`src/rtl/operand_sorter_if.sv`:
```
// ---------------------------------------------------------------------------
// operand_sorter_if
// Groups the input-buffer (FIFO) handshake and the accelerator-side operand
// buses of operand_sorter into one bundle.
//
//   fifo_data        : FIFO read data, valid the cycle after fifo_rd
//   fifo_empty       : FIFO EMPTY flag
//   fifo_rd          : FIFO read strobe
//   acc_ready        : accelerator idle, can take an operand set
//   flush            : synchronous abort of the operand set being assembled
//   multiplier_out   : L lanes of BIT_LENGTH bits, lane 0 in the LSBs
//   multiplicand_out : L lanes of BIT_LENGTH bits, lane 0 in the LSBs
//   mStart           : one-cycle start pulse to the accelerator
//   busy             : a set is partially loaded or waiting for launch
//
// Modports: master = the sorter, slave = FIFO/accelerator environment.
// ---------------------------------------------------------------------------
interface operand_sorter_if #(
  parameter int BIT_LENGTH = 8,
  parameter int PORT_COUNT = 4
);
  localparam int L = 2 * PORT_COUNT;

  logic [BIT_LENGTH-1:0]   fifo_data;
  logic                    fifo_empty;
  logic                    fifo_rd;
  logic                    acc_ready;
  logic                    flush;
  logic [L*BIT_LENGTH-1:0] multiplier_out;
  logic [L*BIT_LENGTH-1:0] multiplicand_out;
  logic                    mStart;
  logic                    busy;

  modport master (
    input  fifo_data, fifo_empty, acc_ready, flush,
    output fifo_rd, multiplier_out, multiplicand_out, mStart, busy
  );

  modport slave (
    output fifo_data, fifo_empty, acc_ready, flush,
    input  fifo_rd, multiplier_out, multiplicand_out, mStart, busy
  );
endinterface

```
`src/rtl/operand_sorter.sv`:
```
// ---------------------------------------------------------------------------
// operand_sorter
// Reads 2L words (L = 2*PORT_COUNT) from an input FIFO and distributes them
// onto the multiplier lanes (words 0..L-1) and multiplicand lanes
// (words L..2L-1), then launches the matrix accelerator with a single mStart
// pulse once it reports acc_ready.
//
// Ports:
//   Clk  : clock, rising edge
//   Rst  : asynchronous, active-low reset
//   bus  : operand_sorter_if.master (FIFO handshake, acc_ready, flush,
//          operand buses, mStart, busy)
//
// Configuration macro OPERAND_SORTER_DOUBLE_BUFFER_EN:
//   undefined : lanes are written straight to the output buses; after mStart
//               the FSM waits in HOLD until acc_ready before refilling.
//   defined   : lanes fill shadow registers that are copied to the output
//               buses in the mStart cycle, so the next fill overlaps the
//               accelerator's computation.
// ---------------------------------------------------------------------------
module operand_sorter #(
  parameter int BIT_LENGTH = 8,
  parameter int PORT_COUNT = 4
) (
  input logic             Clk,
  input logic             Rst,
  operand_sorter_if.master bus
);
  localparam int L     = 2 * PORT_COUNT;
  localparam int NW    = 2 * L;
  localparam int CNT_W = $clog2(NW + 1);
  localparam logic [CNT_W-1:0] NW_C   = CNT_W'(NW);
  localparam logic [CNT_W-1:0] LAST_C = CNT_W'(NW - 1);

  typedef enum logic [1:0] {FILL, LAUNCH, HOLD} state_t;

  state_t                  r_state;
  state_t                  w_state_nxt;
  logic [CNT_W-1:0]        r_rd_cnt;
  logic [CNT_W-1:0]        r_cap_cnt;
  logic                    r_vld_p1;
  logic                    r_armed;
  logic [BIT_LENGTH-1:0]   r_word_p1 [NW];
  logic                    w_rd;
  logic                    w_start;
  logic                    w_busy;
  logic                    w_last_cap;
  logic [NW*BIT_LENGTH-1:0] w_words;
  logic [NW*BIT_LENGTH-1:0] w_bus;

  assign w_last_cap = r_vld_p1 && (r_cap_cnt == LAST_C);

  // ---- FSM next state / outputs -------------------------------------------
  always_comb begin
    w_state_nxt = r_state;
    w_rd        = 1'b0;
    w_start     = 1'b0;
    w_busy      = 1'b0;
    case (r_state)
      FILL: begin
        // r_armed keeps reads off until the first edge after reset release.
        w_rd   = r_armed && !bus.fifo_empty && !bus.flush && (r_rd_cnt < NW_C);
        w_busy = (r_rd_cnt != '0);
        if (!bus.flush && w_last_cap) w_state_nxt = LAUNCH;
      end
      LAUNCH: begin
        w_busy = 1'b1;
        // Flush outranks launch: no start pulse in a flush cycle.
        if (bus.flush) begin
          w_state_nxt = FILL;
        end else if (bus.acc_ready) begin
          w_start     = 1'b1;
`ifdef OPERAND_SORTER_DOUBLE_BUFFER_EN
          w_state_nxt = FILL;
`else
          w_state_nxt = HOLD;
`endif
        end
      end
      HOLD: begin
        if (bus.flush || bus.acc_ready) w_state_nxt = FILL;
      end
      default: w_state_nxt = FILL;
    endcase
  end

  always_ff @(posedge Clk or negedge Rst) begin
    if (!Rst) r_state <= FILL;
    else      r_state <= w_state_nxt;
  end

  // ---- p0 -> p1: read issue, in-flight tracking ---------------------------
  always_ff @(posedge Clk or negedge Rst) begin
    if (!Rst) begin
      r_rd_cnt  <= '0;
      r_cap_cnt <= '0;
      r_vld_p1  <= 1'b0;
      r_armed   <= 1'b0;
    end else begin
      r_armed <= 1'b1;
      if (bus.flush || w_start) begin
        // Flush also drops the read already in flight.
        r_rd_cnt  <= '0;
        r_cap_cnt <= '0;
        r_vld_p1  <= 1'b0;
      end else begin
        r_vld_p1 <= w_rd;
        if (w_rd)     r_rd_cnt  <= r_rd_cnt + CNT_W'(1);
        if (r_vld_p1) r_cap_cnt <= r_cap_cnt + CNT_W'(1);
      end
    end
  end

  // ---- p1 -> p2: word capture into lane registers -------------------------
  always_ff @(posedge Clk or negedge Rst) begin
    if (!Rst) begin
      for (int k = 0; k < NW; k++) r_word_p1[k] <= '0;
    end else if (r_vld_p1 && !bus.flush) begin
      for (int k = 0; k < NW; k++) begin
        if (r_cap_cnt == CNT_W'(k)) r_word_p1[k] <= bus.fifo_data;
      end
    end
  end

  // Word k lands at bit offset k*BIT_LENGTH: the low half forms the
  // multiplier lanes, the high half the multiplicand lanes.
  always_comb begin
    w_words = '0;
    for (int k = 0; k < NW; k++) begin
      w_words[k*BIT_LENGTH +: BIT_LENGTH] = r_word_p1[k];
    end
  end

`ifdef OPERAND_SORTER_DOUBLE_BUFFER_EN
  logic [NW*BIT_LENGTH-1:0] r_bus_p2;

  // ---- p2: shadow -> output bus on launch ---------------------------------
  always_ff @(posedge Clk or negedge Rst) begin
    if (!Rst)         r_bus_p2 <= '0;
    else if (w_start) r_bus_p2 <= w_words;
  end

  assign w_bus = r_bus_p2;
`else
  assign w_bus = w_words;
`endif

  assign bus.fifo_rd          = w_rd;
  assign bus.mStart           = w_start;
  assign bus.busy             = w_busy;
  assign bus.multiplier_out   = w_bus[L*BIT_LENGTH-1:0];
  assign bus.multiplicand_out = w_bus[NW*BIT_LENGTH-1:L*BIT_LENGTH];
endmodule

```
`src/flat_wrapper.sv`:
```
// flat-port wrapper written by rule: the top's interface ports become plain ports
module operand_sorter_flat 
#(
  parameter int BIT_LENGTH = 8,
  parameter int PORT_COUNT = 4
)
  (Clk, Rst, bus_fifo_data, bus_fifo_empty, bus_acc_ready, bus_flush, bus_fifo_rd, bus_multiplier_out, bus_multiplicand_out, bus_mStart, bus_busy);
  operand_sorter_if #(.BIT_LENGTH(BIT_LENGTH), .PORT_COUNT(PORT_COUNT)) bus_i ();
  input logic Clk;
  input logic Rst;
  input wire logic [$bits(bus_i.fifo_data)-1:0] bus_fifo_data;
  input wire logic [$bits(bus_i.fifo_empty)-1:0] bus_fifo_empty;
  input wire logic [$bits(bus_i.acc_ready)-1:0] bus_acc_ready;
  input wire logic [$bits(bus_i.flush)-1:0] bus_flush;
  output wire logic [$bits(bus_i.fifo_rd)-1:0] bus_fifo_rd;
  output wire logic [$bits(bus_i.multiplier_out)-1:0] bus_multiplier_out;
  output wire logic [$bits(bus_i.multiplicand_out)-1:0] bus_multiplicand_out;
  output wire logic [$bits(bus_i.mStart)-1:0] bus_mStart;
  output wire logic [$bits(bus_i.busy)-1:0] bus_busy;
  assign bus_i.fifo_data = bus_fifo_data;
  assign bus_i.fifo_empty = bus_fifo_empty;
  assign bus_i.acc_ready = bus_acc_ready;
  assign bus_i.flush = bus_flush;
  assign bus_fifo_rd = bus_i.fifo_rd;
  assign bus_multiplier_out = bus_i.multiplier_out;
  assign bus_multiplicand_out = bus_i.multiplicand_out;
  assign bus_mStart = bus_i.mStart;
  assign bus_busy = bus_i.busy;
  operand_sorter #(.BIT_LENGTH(BIT_LENGTH), .PORT_COUNT(PORT_COUNT)) u_core (.Clk(Clk), .Rst(Rst), .bus(bus_i));
endmodule
```
`config.mk`:
```
export PLATFORM = sky130hd
export DESIGN_NAME = operand_sorter_flat
export DESIGN_NICKNAME = d
export VERILOG_FILES = /design/src/rtl/operand_sorter_if.sv /design/src/rtl/operand_sorter.sv /design/src/flat_wrapper.sv
export SDC_FILE = /design/constraint.sdc
export NUM_CORES = 1
export LEC_CHECK = 0
export ABC_AREA = 0
export CAP_MARGIN = 0
export CELL_PAD_IN_SITES_DETAIL_PLACEMENT = 1
export CELL_PAD_IN_SITES_GLOBAL_PLACEMENT = 1
export CORE_MARGIN = 8
export CORE_UTILIZATION = 45
export DETAILED_ROUTE_END_ITERATION = 7
export DONT_BUFFER_PORTS = 1
export PLACE_DENSITY = 0.74
export SLEW_MARGIN = 20
export SYNTH_ARGS = -nofsm -noshare
export SYNTH_HDL_FRONTEND = slang
export SYNTH_SLANG_ARGS = --single-unit
```
`constraint.sdc`:
```
create_clock -name Clk -period 2 [get_ports Clk]
set_input_delay 0.4 -clock Clk [delete_from_list [all_inputs] [get_ports Clk]]
set_output_delay 0.4 -clock Clk [all_outputs]
set_load 0.01 [all_outputs]
```
=== Word-level counts from Yosys, hierarchy flattened ===
Cells that the tools add are included.
W data, S select, Z words.

* Register bits: 142
* Input port bits: 13
* Output and inout bits: 131
* Logic and storage cells: 91

* Add/sub/neg operators: 2
* $lt $le $gt $ge: 1
* Eq/ne operators: 20
* Muxes and demuxes: 15
* Reductions and logical operators: 32

{| class="wikitable"
|+ Operator list
! operator !! count
|-
| $eq A5 B4 Y1 const B || 8
|-
| $reduce_and A2 Y1 || 16
|-
| $eq A5 B3 Y1 const B || 4
|-
| $mux W5 || 4
|-
| $add A5 B1 Y5 const B || 2
|-
| $eq A5 B2 Y1 const B || 2
|-
| $mux W2 || 4
|-
| $logic_and A1 B1 Y1 || 6
|-
| $pmux W2 S3 || 1
|-
| $eq A5 B1 Y1 const B || 1
|-
| $logic_not A5 Y1 || 1
|-
| $lt A5 B5 Y1 const B || 1
|-
| $mux W1 || 5
|-
| $reduce_bool A5 Y1 || 1
|-
| $ne A2 B1 Y1 const B || 2
|-
| $reduce_bool A2 Y1 || 2
|-
| $ne A3 B3 Y1 const B || 1
|-
| $reduce_and A3 Y1 || 1
|-
| $eq A2 B1 Y1 const B || 1
|-
| $eq A2 B2 Y1 const B || 1
|-
| $logic_not A1 Y1 || 2
|-
| $logic_not A2 Y1 || 1
|-
| $logic_or A1 B1 Y1 || 2
|-
| $pmux W1 S2 || 1
|}

=== Logic depth before layout (Yosys ltp) ===
* Depth in word-level cells: 7
* Depth in mapped cells: 6

=== Least setup slack after synthesis ===
Ideal clock, no wire load.

* Kind: reg-to-reg
* From: reg u_core.r_cap_cnt[0]
* To: reg u_core.r_word_p1 (netlist bit u_core.bus.multiplicand_out[56])
* Arrival time: 1.550 ns
* Required time: 1.875 ns
* Path slack: 0.325 ns
* Stages on the path, launching flop included: 6
* Path buffers: 0
* Period minus slack after synthesis: 1.675 ns
* Cells stage by stage: dfrtp_1 ha_1 and3_1 ha_1 nand3b_2 mux2_2

* Cells in the longest elaborated chain, start to end: 2

{| class="wikitable"
|+ Ends and longest elaborated chain
! element !! RTL line !! RTL
|-
| from (decl) || operand_sorter.sv:40 || <nowiki>logic [CNT_W-1:0] r_cap_cnt;</nowiki>
|-
| from (signal assigned) || operand_sorter.sv:109 || <nowiki>if (r_vld_p1) r_cap_cnt <= r_cap_cnt + CNT_W'(1);</nowiki>
|-
| $eq A5 B4 Y1 || operand_sorter.sv:120 || <nowiki>if (r_cap_cnt == CNT_W'(k)) r_word_p1[k] <= bus.fifo_data;</nowiki>
|-
| $reduce_and A2 Y1 (no line) || -- ||
|-
| to (signal, indexed assignment) || operand_sorter.sv:120 ||
|-
| to (decl) || operand_sorter.sv:43 || <nowiki>logic [BIT_LENGTH-1:0] r_word_p1 [NW];</nowiki>
|}

Every way passes these cells.
A chain may end at the register's enable or synchronous reset.

=== Worst setup path after layout ===
* From: reg u_core.r_cap_cnt[3]
* To: reg u_core.r_word_p1 (netlist bit u_core.bus.multiplier_out[49])

* Cells in the longest elaborated chain, start to end: 2

{| class="wikitable"
|+ Ends and longest elaborated chain
! element !! RTL line
|-
| $eq A5 B3 Y1 || operand_sorter.sv:120
|-
| $reduce_and A2 Y1 (no line) || --
|}

Every way passes these cells.

==> reports/metrics.csv <==
metric;value;unit
final_cells;570;
synth_seq_area_share;61.6;%
setup-tns-final;0;ns
yosys.area_share.adder;1.52;%
post-dp-hpwl;9650;um
startpoint_type;flip-flop;
reg2reg_to;u_core.bus.multiplier_out[49]$_DFFE_PN0P_;
syn_avg_cell_area;15.6;um2
peakVddDrop;0.647;mV
drt_first_pass_iters;4;
fmax;0.538;GHz
portBuffers;0;
synth-compound-area-share;1.30;%
wl_per_cell;25.5;um
cts_htree_levels;4;
num_io_pins;144;
ys_async_sr_fraction;100;%
syn_area;0.00577;mm2
areaGrowthSynthToFinish;14.8;%
cp.required;2.29;ns
clock_sinks;142;
setup_violations;0;
crit_end;u_core.bus.multiplier_out[49]$_DFFE_PN0P_;
postRouteAntennaNets;0;
ys_ff_latch;142;
critPathKind;flip-flop to flip-flop;
final_core_util;52.7;%
min_period;1.86;ns
yosysWarnings;0;
core_area;0.0126;mm2
synth.distinct_cells;47;
overflow;0;
hold_violations;142;
drv_slew;0;
crit_start;u_core.r_cap_cnt[3]$_DFFE_PN0P_;
powerDensity;1010;mW/mm2
cts_tree;yes;
synthTopCellsByCount;dfrtp_1, mux2_2, nor2_1;
synth_top_family_by_area;multiplexers;
ys.flop_type;dfrtp_1;
worstPathArrival;2.15;ns
violations;hold timing;
fin_crit_sh;92.9;%
grt_pass1_vias;3551;
placed_cells;537;
synth-xor-area-share;0.456;%
root_buffer;clkbuf_16;
regToRegSetupSlack;0.14;ns
wl;14500;um
grt.total_usage;18.1;%
drc;0;
holdWs;-0.313;ns
via_count;3121;
die_y;129;um
synth_cells;370;
synth_mux_area_share;25.2;%
clk_latency;0.41;ns
numCtsBuffers;17;
row_count;41;
synth-simple-area-share;8.05;%
slew_headroom;63.8;%
cts_setup_buffers;0;
clk_pin_slew;0.06;ns
drt_iter0_drc;159;
outcome;complete, but fails checks;
grt_max_degree;143;
via_per_inst;5.48;
hp-class;primary input to asynchronous set/reset pin;
cts_buffer_depth;2;
die-area;0.0167;mm2
maxCapViolCount;0;
total_power;0.00668;W
synth.top_cells.by_area;dfrtp_1, mux2_2, ha_1, mux2_1, nand4_2;
p_leak;3.30;nW
ff2ff_path_depth;3;
endpoint_kind;flip-flop;
die-width;129;um
yosysMostFrequentCell;dfrtp_1;
worst_clock_skew;0.00755;ns
worst_pin_slew;0.543;ns
grt_pass1_wl;22200;um
nets;404;
antenna_found_initial;1;
synth_edf_count;0;
drive_gt1_share;45.3;%
gp_congestion;0.732;
synthesis.nets;390;
crit_fanout;10;
start_util;45.9;%
rsz0062_at_grt;no;
r2r-start;u_core.r_cap_cnt[3]$_DFFE_PN0P_;
yosysTopAreaCell;dfrtp_1;
netlist.area_leader.share;61.6;%
==> cell type report <==
class | count | area [um2]
fill | 1197 | 5950
sequential | 142 | 3550
multi-input combinational | 207 | 2110
clock buffer | 21 | 460
tap | 172 | 215
clock inverter | 11 | 188
timing repair buffer | 9 | 67.6
inverter | 7 | 26.3
antenna | 1 | 2.50
==> worst max-delay path: stages, from the launching register on <==
cell      delay [ns]
dfrtp_1         0.68
and4bb_2        0.30
nand2_1         0.36
mux2_2          0.40
==> cells in the final DEF (no fill, tap or decap), types with 2 or more instances in the layout <==
master / netlist / layout
nand4b_1: 2 / 2
and2_1: 2 / 2
o21ai_0: 2 / 2
ha_1: 7 / 7
a21oi_1: 2 / 2
nor2b_1: 5 / 5
nand4_2: 4 / 4
nand4_1: 2 / 2
nor3b_4: 2 / 2
bufinv_16: 0 / 5
clkbuf_1: 8 / 2
nor2_1: 9 / 9
dfrtp_1: 142 / 142
and3_1: 4 / 4
nand2_1: 6 / 6
clkbuf_8: 0 / 2
inv_1: 7 / 7
nand2b_1: 2 / 2
buf_4: 3 / 9
clkbuf_16: 0 / 17
clkinv_2: 0 / 4
and4bb_2: 2 / 2
clkinv_4: 0 / 2
mux2_2: 123 / 123
xor2_1: 2 / 2
mux2_1: 5 / 5
o211ai_1: 2 / 2
nand2_2: 2 / 2
==> how the worst min path moves through the flow <==
stage | from | end | slack, ns | cells past startpoint
finish | Rst | u_core.bus.multiplicand_out[52]$_DFFE_PN0P_ | -0.31 | 0
global route | Rst | u_core.bus.multiplicand_out[52]$_DFFE_PN0P_ | -0.34 | 0
CTS | Rst | u_core.bus.multiplier_out[63]$_DFFE_PN0P_ | -0.33 | 0
detailed placement | Rst | u_core.bus.multiplicand_out[52]$_DFFE_PN0P_ | 0.11 | 0
global placement | Rst | u_core.bus.multiplicand_out[52]$_DFFE_PN0P_ | 0.11 | 0
floorplan | Rst | u_core.bus.multiplicand_out[0]$_DFFE_PN0P_ | 0.10 | 0
==> cell families (layout without fill, tap and decap cells) <==
logic type               count (synthesis)  in the layout
AO/OA/AOI/OAI                           11             11
XOR/XNOR                                 3              3
adder cells (fa/ha/maj)                  7              7
buffers and inverters                   21             48
flip-flops                             142            142
multiplexers                           129            129
other                                    1              2
AND/OR/NAND/NOR                         56             56
==> power by group <==
part           internal, W  total (W)  switching, W  leakage, nW
combinational    0.0000948   0.000151     0.0000565         1.04
clock              0.00227    0.00342       0.00115        0.321
sequential         0.00298    0.00311      0.000127         1.94
==> routing by layer <==
| metal | global-route usage [%] | up-vias | wire (um) |
|---|---|---|---|
| li1 | - | 1341 | - |
| met1 | 20.3 | 1649 | 5390 |
| met2 | 28.7 | 120 | 7040 |
| met3 | 10.2 | 11 | 1910 |
| met4 | 5.81 | 0 | 195 |
| met5 | 0 | - | 0 |
==> sequential cells by signal, summed over array words and instances, names as in the netlist <==
| register | cells |
|---|---|
| u_core.bus.multiplier_out | 64 |
| u_core.r_rd_cnt | 5 |
| u_core.r_vld_p1 | 1 |
| u_core.r_state | 2 |
| u_core.r_armed | 1 |
| u_core.bus.multiplicand_out | 64 |
| u_core.r_cap_cnt | 5 |
==> per-stage QoR <==
stage | hold WS (ns) | cell area, um2 | setup WS, ns
detailed placement | 0.109 | 5970 | 0.132
global route | -0.337 | 6620 | 0.0130
floorplan | 0.104 | 5770 | 0.325
global placement | 0.109 | 5970 | 0.178
finish | -0.313 | 6620 | 0.142
CTS | -0.331 | 6620 | 0.107
==> timing repair <==
| action | in CTS | in global routing |
|---|---|---|
| setup endpoints to repair | 0 | 0 |
| endpoints found under the hold margin | 142 | 142 |
| resized for setup | 0 | 0 |
(Power assumes the default switching activity.)
